**config.mk**
```make
export PLATFORM = sky130hd
export DESIGN_NAME = v_issue_queue
export DESIGN_NICKNAME = d
export VERILOG_FILES = /design/src/rtl/v_issue_pkg.sv /design/src/rtl/v_sync_fifo.sv /design/src/rtl/v_issue_queue.sv
export SDC_FILE = /design/constraint.sdc
export NUM_CORES = 1
export LEC_CHECK = 0
export CAP_MARGIN = 25
export CELL_PAD_IN_SITES_DETAIL_PLACEMENT = 0
export CELL_PAD_IN_SITES_GLOBAL_PLACEMENT = 1
export CORE_UTILIZATION = 40
export DETAILED_ROUTE_END_ITERATION = 6
export DONT_BUFFER_PORTS = 1
export PLACE_DENSITY = 0.59
export SLEW_MARGIN = 20
export SYNTH_ARGS = -nofsm -noshare
export SYNTH_HDL_FRONTEND = slang
export SYNTH_HIERARCHICAL = 1
export SYNTH_SLANG_ARGS = --single-unit
```
**constraint.sdc**
```tcl
create_clock -name clk -period 4.9 [get_ports clk]
set_input_delay 1.225 -clock clk [delete_from_list [all_inputs] [get_ports clk]]
set_output_delay 1.225 -clock clk [all_outputs]
set_load 0.01 [all_outputs]
```
**src/rtl/v_issue_pkg.sv**
```systemverilog
// Shared types for the vector issue queue: the queued entry layout and the
// fence-drain state machine encoding.
package v_issue_pkg;

  typedef struct packed {
    logic [31:0] instr;
    logic [31:0] rs1;
    logic [31:0] rs2;
  } v_entry_t;

  localparam int unsigned ENTRY_W = $bits(v_entry_t);

  typedef enum logic [1:0] {
    IDLE  = 2'd0,
    DRAIN = 2'd1,
    DONE  = 2'd2
  } fence_state_e;

endpackage

```
**src/rtl/v_sync_fifo.sv**
```systemverilog
// Single-clock first-word-fall-through FIFO. The head entry is visible on rdata
// whenever the FIFO is not empty, and rdata reads as zero when it is empty.
module v_sync_fifo #(
  parameter int unsigned WIDTH = 96,
  parameter int unsigned DEPTH = 4
) (
  input  logic                       clk,
  input  logic                       rstn,
  input  logic                       push,
  input  logic [WIDTH-1:0]           wdata,
  input  logic                       pop,
  output logic [WIDTH-1:0]           rdata,
  output logic                       empty,
  output logic                       full,
  output logic [$clog2(DEPTH+1)-1:0] count
);

  localparam int unsigned PTR_W = $clog2(DEPTH);
  localparam int unsigned CNT_W = $clog2(DEPTH+1);

  logic [WIDTH-1:0] mem [DEPTH];
  logic [PTR_W-1:0] wr_ptr;
  logic [PTR_W-1:0] rd_ptr;
  logic [CNT_W-1:0] cnt;
  logic             do_push;
  logic             do_pop;

  // A full FIFO refuses the write even if the head leaves in the same cycle.
  assign do_push = push && !full;
  assign do_pop  = pop && !empty;

  assign empty = (cnt == '0);
  assign full  = (cnt == CNT_W'(DEPTH));
  assign count = cnt;
  assign rdata = empty ? '0 : mem[rd_ptr];

  // NOTE: the storage array has no reset; validity comes from cnt alone, and
  // rdata is masked while empty so stale words never reach the outputs.
  always_ff @(posedge clk) begin
    if (do_push) mem[wr_ptr] <= wdata;
  end

  // NOTE: sequential state uses non-blocking assignments so every flop
  // samples pre-edge values regardless of statement order.
  always_ff @(posedge clk or negedge rstn) begin
    if (!rstn) begin
      wr_ptr <= '0;
      rd_ptr <= '0;
      cnt    <= '0;
    end else begin
      // Power-of-two depth lets the pointers wrap by natural overflow.
      if (do_push) wr_ptr <= wr_ptr + 1'b1;
      if (do_pop)  rd_ptr <= rd_ptr + 1'b1;
      case ({do_push, do_pop})
        2'b10:   cnt <= cnt + 1'b1;
        2'b01:   cnt <= cnt - 1'b1;
        default: cnt <= cnt;
      endcase
    end
  end

endmodule

```
**src/rtl/v_issue_queue.sv**
```systemverilog
// Issue queue between the scalar core and the vector core: buffers vector
// instructions, tracks outstanding loads/stores and implements fence draining.
module v_issue_queue
  import v_issue_pkg::*;
#(
  parameter int unsigned DEPTH     = 4,
  parameter int unsigned MAX_OUTST = 15
) (
  input  logic                       clk,
  input  logic                       rstn,
  input  logic                       s_valid_i,
  input  logic [31:0]                s_instr_i,
  input  logic [31:0]                s_rs1_i,
  input  logic [31:0]                s_rs2_i,
  input  logic                       s_is_load_i,
  input  logic                       s_is_store_i,
  output logic                       vector_stall_o,
  output logic                       v_valid_o,
  output logic [31:0]                v_instr_o,
  output logic [31:0]                v_rs1_o,
  output logic [31:0]                v_rs2_o,
  input  logic                       v_ready_i,
  input  logic                       v_load_done_i,
  input  logic                       v_store_done_i,
  input  logic                       fence_i,
  output logic                       fence_done_o,
  output logic                       all_v_loads_executed_o,
  output logic                       all_v_stores_executed_o,
  output logic [$clog2(DEPTH+1)-1:0] count_o
);

  localparam int unsigned OC_W = $clog2(MAX_OUTST+1);

  fence_state_e    state;
  logic            fence_done_q;
  logic [OC_W-1:0] load_cnt;
  logic [OC_W-1:0] store_cnt;

  v_entry_t        push_entry;
  v_entry_t        head_entry;
  logic            fifo_empty;
  logic            fifo_full;
  logic            push;
  logic            pop;
  logic            load_inc;
  logic            load_dec;
  logic            store_inc;
  logic            store_dec;
  logic            load_sat;
  logic            store_sat;

  assign load_sat  = (load_cnt  == OC_W'(MAX_OUTST));
  assign store_sat = (store_cnt == OC_W'(MAX_OUTST));

  assign vector_stall_o = s_valid_i &&
                          (fifo_full ||
                           (s_is_load_i  && load_sat) ||
                           (s_is_store_i && store_sat) ||
                           (state != IDLE));

  assign push = s_valid_i && !vector_stall_o;
  assign pop  = v_valid_o && v_ready_i;

  assign push_entry = '{instr: s_instr_i, rs1: s_rs1_i, rs2: s_rs2_i};

  v_sync_fifo #(
    .WIDTH (ENTRY_W),
    .DEPTH (DEPTH)
  ) u_fifo (
    .clk   (clk),
    .rstn  (rstn),
    .push  (push),
    .wdata (push_entry),
    .pop   (pop),
    .rdata (head_entry),
    .empty (fifo_empty),
    .full  (fifo_full),
    .count (count_o)
  );

  assign v_valid_o = !fifo_empty;
  assign v_instr_o = head_entry.instr;
  assign v_rs1_o   = head_entry.rs1;
  assign v_rs2_o   = head_entry.rs2;

  // Done pulses arriving with the counter already at zero are dropped.
  assign load_inc  = push && s_is_load_i;
  assign load_dec  = v_load_done_i && (load_cnt != '0);
  assign store_inc = push && s_is_store_i;
  assign store_dec = v_store_done_i && (store_cnt != '0);

  always_ff @(posedge clk or negedge rstn) begin
    if (!rstn) begin
      load_cnt  <= '0;
      store_cnt <= '0;
    end else begin
      case ({load_inc, load_dec})
        2'b10:   load_cnt <= load_cnt + 1'b1;
        2'b01:   load_cnt <= load_cnt - 1'b1;
        default: load_cnt <= load_cnt;
      endcase
      case ({store_inc, store_dec})
        2'b10:   store_cnt <= store_cnt + 1'b1;
        2'b01:   store_cnt <= store_cnt - 1'b1;
        default: store_cnt <= store_cnt;
      endcase
    end
  end

  assign all_v_loads_executed_o  = (load_cnt == '0);
  assign all_v_stores_executed_o = (store_cnt == '0);

  // Fence: stop accepting, wait until nothing is queued or outstanding, then
  // pulse fence_done_o for exactly one cycle.
  always_ff @(posedge clk or negedge rstn) begin
    if (!rstn) begin
      state        <= IDLE;
      fence_done_q <= 1'b0;
    end else begin
      case (state)
        IDLE: begin
          fence_done_q <= 1'b0;
          if (fence_i) state <= DRAIN;
        end
        DRAIN: begin
          if (fifo_empty && (load_cnt == '0) && (store_cnt == '0)) begin
            state        <= DONE;
            fence_done_q <= 1'b1;
          end
        end
        DONE: begin
          state        <= IDLE;
          fence_done_q <= 1'b0;
        end
        default: begin
          state        <= IDLE;
          fence_done_q <= 1'b0;
        end
      endcase
    end
  end

  assign fence_done_o = fence_done_q;

endmodule

```
==> summary.md <==
| Metric | Value |
|---|---|
| Result of the run | `complete, no violations` |
| Number of slew-limit violations in the final report | `0` |
| Rows | `around 70` |
| Number of remaining DRC errors | `0` |
| LEAKAGE | `5.69 nW` |
| Maximum fanout count along the critical path | `50` |
| Synth cell types | `38` |
| Cell types with the highest counts after synthesis | `sky130_fd_sc_hd__edfxtp_1 (384), sky130_fd_sc_hd__and2_1 (101), sky130_fd_sc_hd__mux4_2 (96)` |
| Layout cells sized above 1 | `0.241` |
| Startpoint type of the worst setup path | `flop` |
| Initial antenna violation count | `1` |
| Cts bufs inserted | `43` |
| HPWL reported at the end of detailed placement | `between 15000 and 20000 um` |
| Number of max-cap violations | `0` |
| Delay of the slowest cell on the worst path | `a little over 0.8 ns` |
| Register clock-pin slew on the reported worst setup and hold paths | `~0.060 ns` |
| Cell Count Post-Placement | `approximately 1.2k` |
| Top cell type's share of synthesized area | `0.732` |
| Buffers inserted during post-CTS setup optimization | `0` |
| Area delta synth->final | `13.6%` |
| CTS tree | `done` |
| Total number of clock tree sinks | `402` |
| Element type at the critical path end | `primary output` |
| Count of buffers inserted at the top-level ports | `0` |
| Post-DR wirelength/cell | `~24 um` |
| Total Nets Final | `slightly below 900` |
| Count of nets left with antenna violations after detail routing | `0` |
| Unrepaired setup endpoints after global routing | `false` |
| Number of hold-repair buffers added at the cts stage | `0` |
| Chain of cells forming the critical path | `or3_2 -> buf_4 -> and2_1` |
| GR Layer Usage met1 | `0.195` |
| Diode insertion count for antenna repair | `0` |
| Tcrit/Tclk final | `0.783` |
| Number of buffers and inverters on the critical path | `1` |
| Total global-route track usage | `0.158` |
| Number of DRC violations after detailed-routing iteration 0 | `roughly 350` |
| Fraction of met2 tracks used by global routing | `0.255` |
| Deepest clock path buffer count | `3` |
| Worst-Margin Slew | `around 0.87 ns` |
| Cell area after technology mapping | `roughly 16000 um2` |
| Syn. warnings | `6` |
| Starting density of the core | `0.407` |
| Number of hold violations in the final report | `0` |
| Crit path max-delay family | `simple AND/OR/NAND/NOR gates` |
| Maximum resistive drop on vdd | `0.339 mV` |
| Maximum number of pins on one net before global-route repair | `slightly below 100` |
| Leftover overflow at the end of global routing | `0` |
| Largest area contributor in the netlist | `sky130_fd_sc_hd__edfxtp_1` |
| Number of synthesized register bits | `between 400 and 500` |
| Destination of the worst register-to-register timing path | `u_fifo/count[2]` |
| Worst slew margin relative to its limit | `0.420` |
| Clk_skew | `roughly 0.017 ns` |
| Cell count of the worst reg-to-reg path | `11` |
| Total stage count of the critical path | `3` |
| Required arrival time at the worst endpoint | `around 3.7 ns` |
| Worst min-delay path category | `in -> async` |
| Count of vias placed by the detailed router | `just under 7k` |
| Asr flop ratio synth | `0.0448` |
| Fmax | `about 260 MHz` |
| Total area of multi-input combinational cells | `roughly 3500 um2` |
| Last weighted congestion value of the routability-driven placer | `between 0.7 and 0.8` |
| Cell count after synthesis | `731` |
| Predominant post-synthesis flop cell | `sky130_fd_sc_hd__edfxtp_1` |
| Final WL | `between 30000 and 40000 um` |
| GR Layer Usage met3 | `0.0667` |
| Ratio of total power to cell area | `553 nW/um2` |
| Number of inserted filler cells in the final layout | `3237` |
| Core Area | `~39000 um2` |
| Setup violations, final | `0` |
| Most repeated cell in the gate-level netlist after synthesis | `sky130_fd_sc_hd__edfxtp_1` |
| Most area-consuming cells after synthesis | `sky130_fd_sc_hd__edfxtp_1 (73%), sky130_fd_sc_hd__mux4_2 (14%), sky130_fd_sc_hd__and2_1 (4.0%), sky130_fd_sc_hd__dfrtp_1 (2.9%), sky130_fd_sc_hd__ha_1 (0.87%)` |
| DIE AREA | `slightly above 40000 um2` |
| Sequential cell area | `~12000 um2` |
| Pre-Repair DR Iteration Count | `4` |
| Clock latency reported for the late side of the worst-skew pair | `0.54 ns` |
| Part of the Yosys area used for sequential elements | `0.760` |
| Die width | `201 um` |
| Avg Vias per Cell | `5.31` |
| Aggregate negative setup slack | `0 ns` |
| Die Height | `around 200 um` |
| GRT Max-Usage Layer | `met2` |
| Worst EP arrival | `~2.6 ns` |
| First-pass GRT wire length | `47600 um` |
| Critical Setup Path Class | `reg -> out` |
| Launch point of the worst reg-to-reg path | `u_fifo/count[0]` |
| Number of levels in the clock H-tree | `2` |
| Boundary pin count | `roughly 210` |
| Max stage delay cell, worst path | `sky130_fd_sc_hd__or3_2` |
| Shortest clock period the worst path allows after layout | `between 3 and 4 ns` |
| Number of global-route vias before repair | `7470` |
| Average size of a mapped cell | `about 22 um2` |
| Slack of the worst reg-to-reg path | `1.60 ns` |
| Number of enable-type register cells in the synthesized netlist | `about 380` |
| Number of non-filler instances in the completed layout | `roughly 1.3k` |
| Cell at the root of the clock tree | `sky130_fd_sc_hd__clkbuf_16` |
| Count of cells resized by post-cts repair | `0` |
| Synthesized netlist net count | `850` |
[power breakdown]
group | internal [mW] | leakage (nW) | switching, mW
combinational | 1.14 | 1.31 | 1.34
sequential | 3.86 | 3.66 | 0.194
clock | 2.10 | 0.720 | 1.27
[registers in the layout (all words and copies together) (netlist names)]
signal	flops
fence_done_o	1
load_cnt	4
state	2
store_cnt	4
u_fifo/count	3
u_fifo/mem	384
u_fifo/rd_ptr	2
u_fifo/wr_ptr	2
[worst max path at each step]
stage                          startpoint                 to
after CTS                 u_fifo/count[0]         v_rs2_o[5]
final                     u_fifo/count[0]      v_instr_o[21]
after global placement        s_is_load_i  u_fifo/mem[3][67]
after floorplan               s_is_load_i   u_fifo/mem[2][0]
after global routing      u_fifo/count[0]      v_instr_o[12]
after detailed placement      s_is_load_i  u_fifo/mem[3][54]
[per-stage QoR]
| step | total power, mW | util | area (um2) | setup WS [ns] | hold slack, ns |
|---|---|---|---|---|---|
| CTS | 10.1 | 0.462 | 17900 | 0.992 | 0.325 |
| floorplan | 6.15 | - | 15800 | 0.152 | 0.445 |
| finish | 9.91 | 0.462 | 17900 | 1.07 | 0.370 |
| detailed placement | 6.67 | 0.423 | 16400 | 1.24 | 0.485 |
| global placement | 6.63 | 0.423 | 16400 | 1.26 | 0.459 |
| global route | 10.4 | 0.462 | 17900 | 0.874 | 0.340 |
[cells in the final DEF, fill, tap and decap left out, types with 6 or more instances in the layout]
master / netlist / final
sky130_fd_sc_hd__clkinv_1: 0 / 8
sky130_fd_sc_hd__buf_12: 1 / 6
sky130_fd_sc_hd__mux4_2: 96 / 96
sky130_fd_sc_hd__inv_1: 17 / 17
sky130_fd_sc_hd__nor3b_1: 7 / 7
sky130_fd_sc_hd__bufinv_16: 0 / 8
sky130_fd_sc_hd__dfrtp_1: 18 / 16
sky130_fd_sc_hd__clkbuf_16: 0 / 45
sky130_fd_sc_hd__clkinv_2: 0 / 6
sky130_fd_sc_hd__buf_4: 1 / 7
sky130_fd_sc_hd__and2_1: 101 / 97
sky130_fd_sc_hd__edfxtp_1: 384 / 384
sky130_fd_sc_hd__ha_1: 11 / 11
[cell type report]
cell class,instances,share of cell area
flip-flops and latches,402,0.670
multi-input cells,277,0.197
clock buffers,50,0.0639
well taps,518,0.0362
clock inverters,29,0.0200
repair buffers,13,0.00964
inverters,17,0.00356
[routing by layer]
layer,up-vias,share of wire
met4,2,0.017
li1,2994,-
met5,-,0.00042
met3,43,0.097
met2,216,0.49
met1,3674,0.40
[logic make-up after synthesis]
group           Yosys count  share of synthesized area
xor+xnor                 10                    0.00556
fa+ha+maj                14                     0.0125
simple gates            134                     0.0549
mux                     101                      0.141
compound gates           18                    0.00929
flops                   402                      0.760
buf+inv                  52                     0.0167
Note: power is estimated with default switching activity, not from simulation.
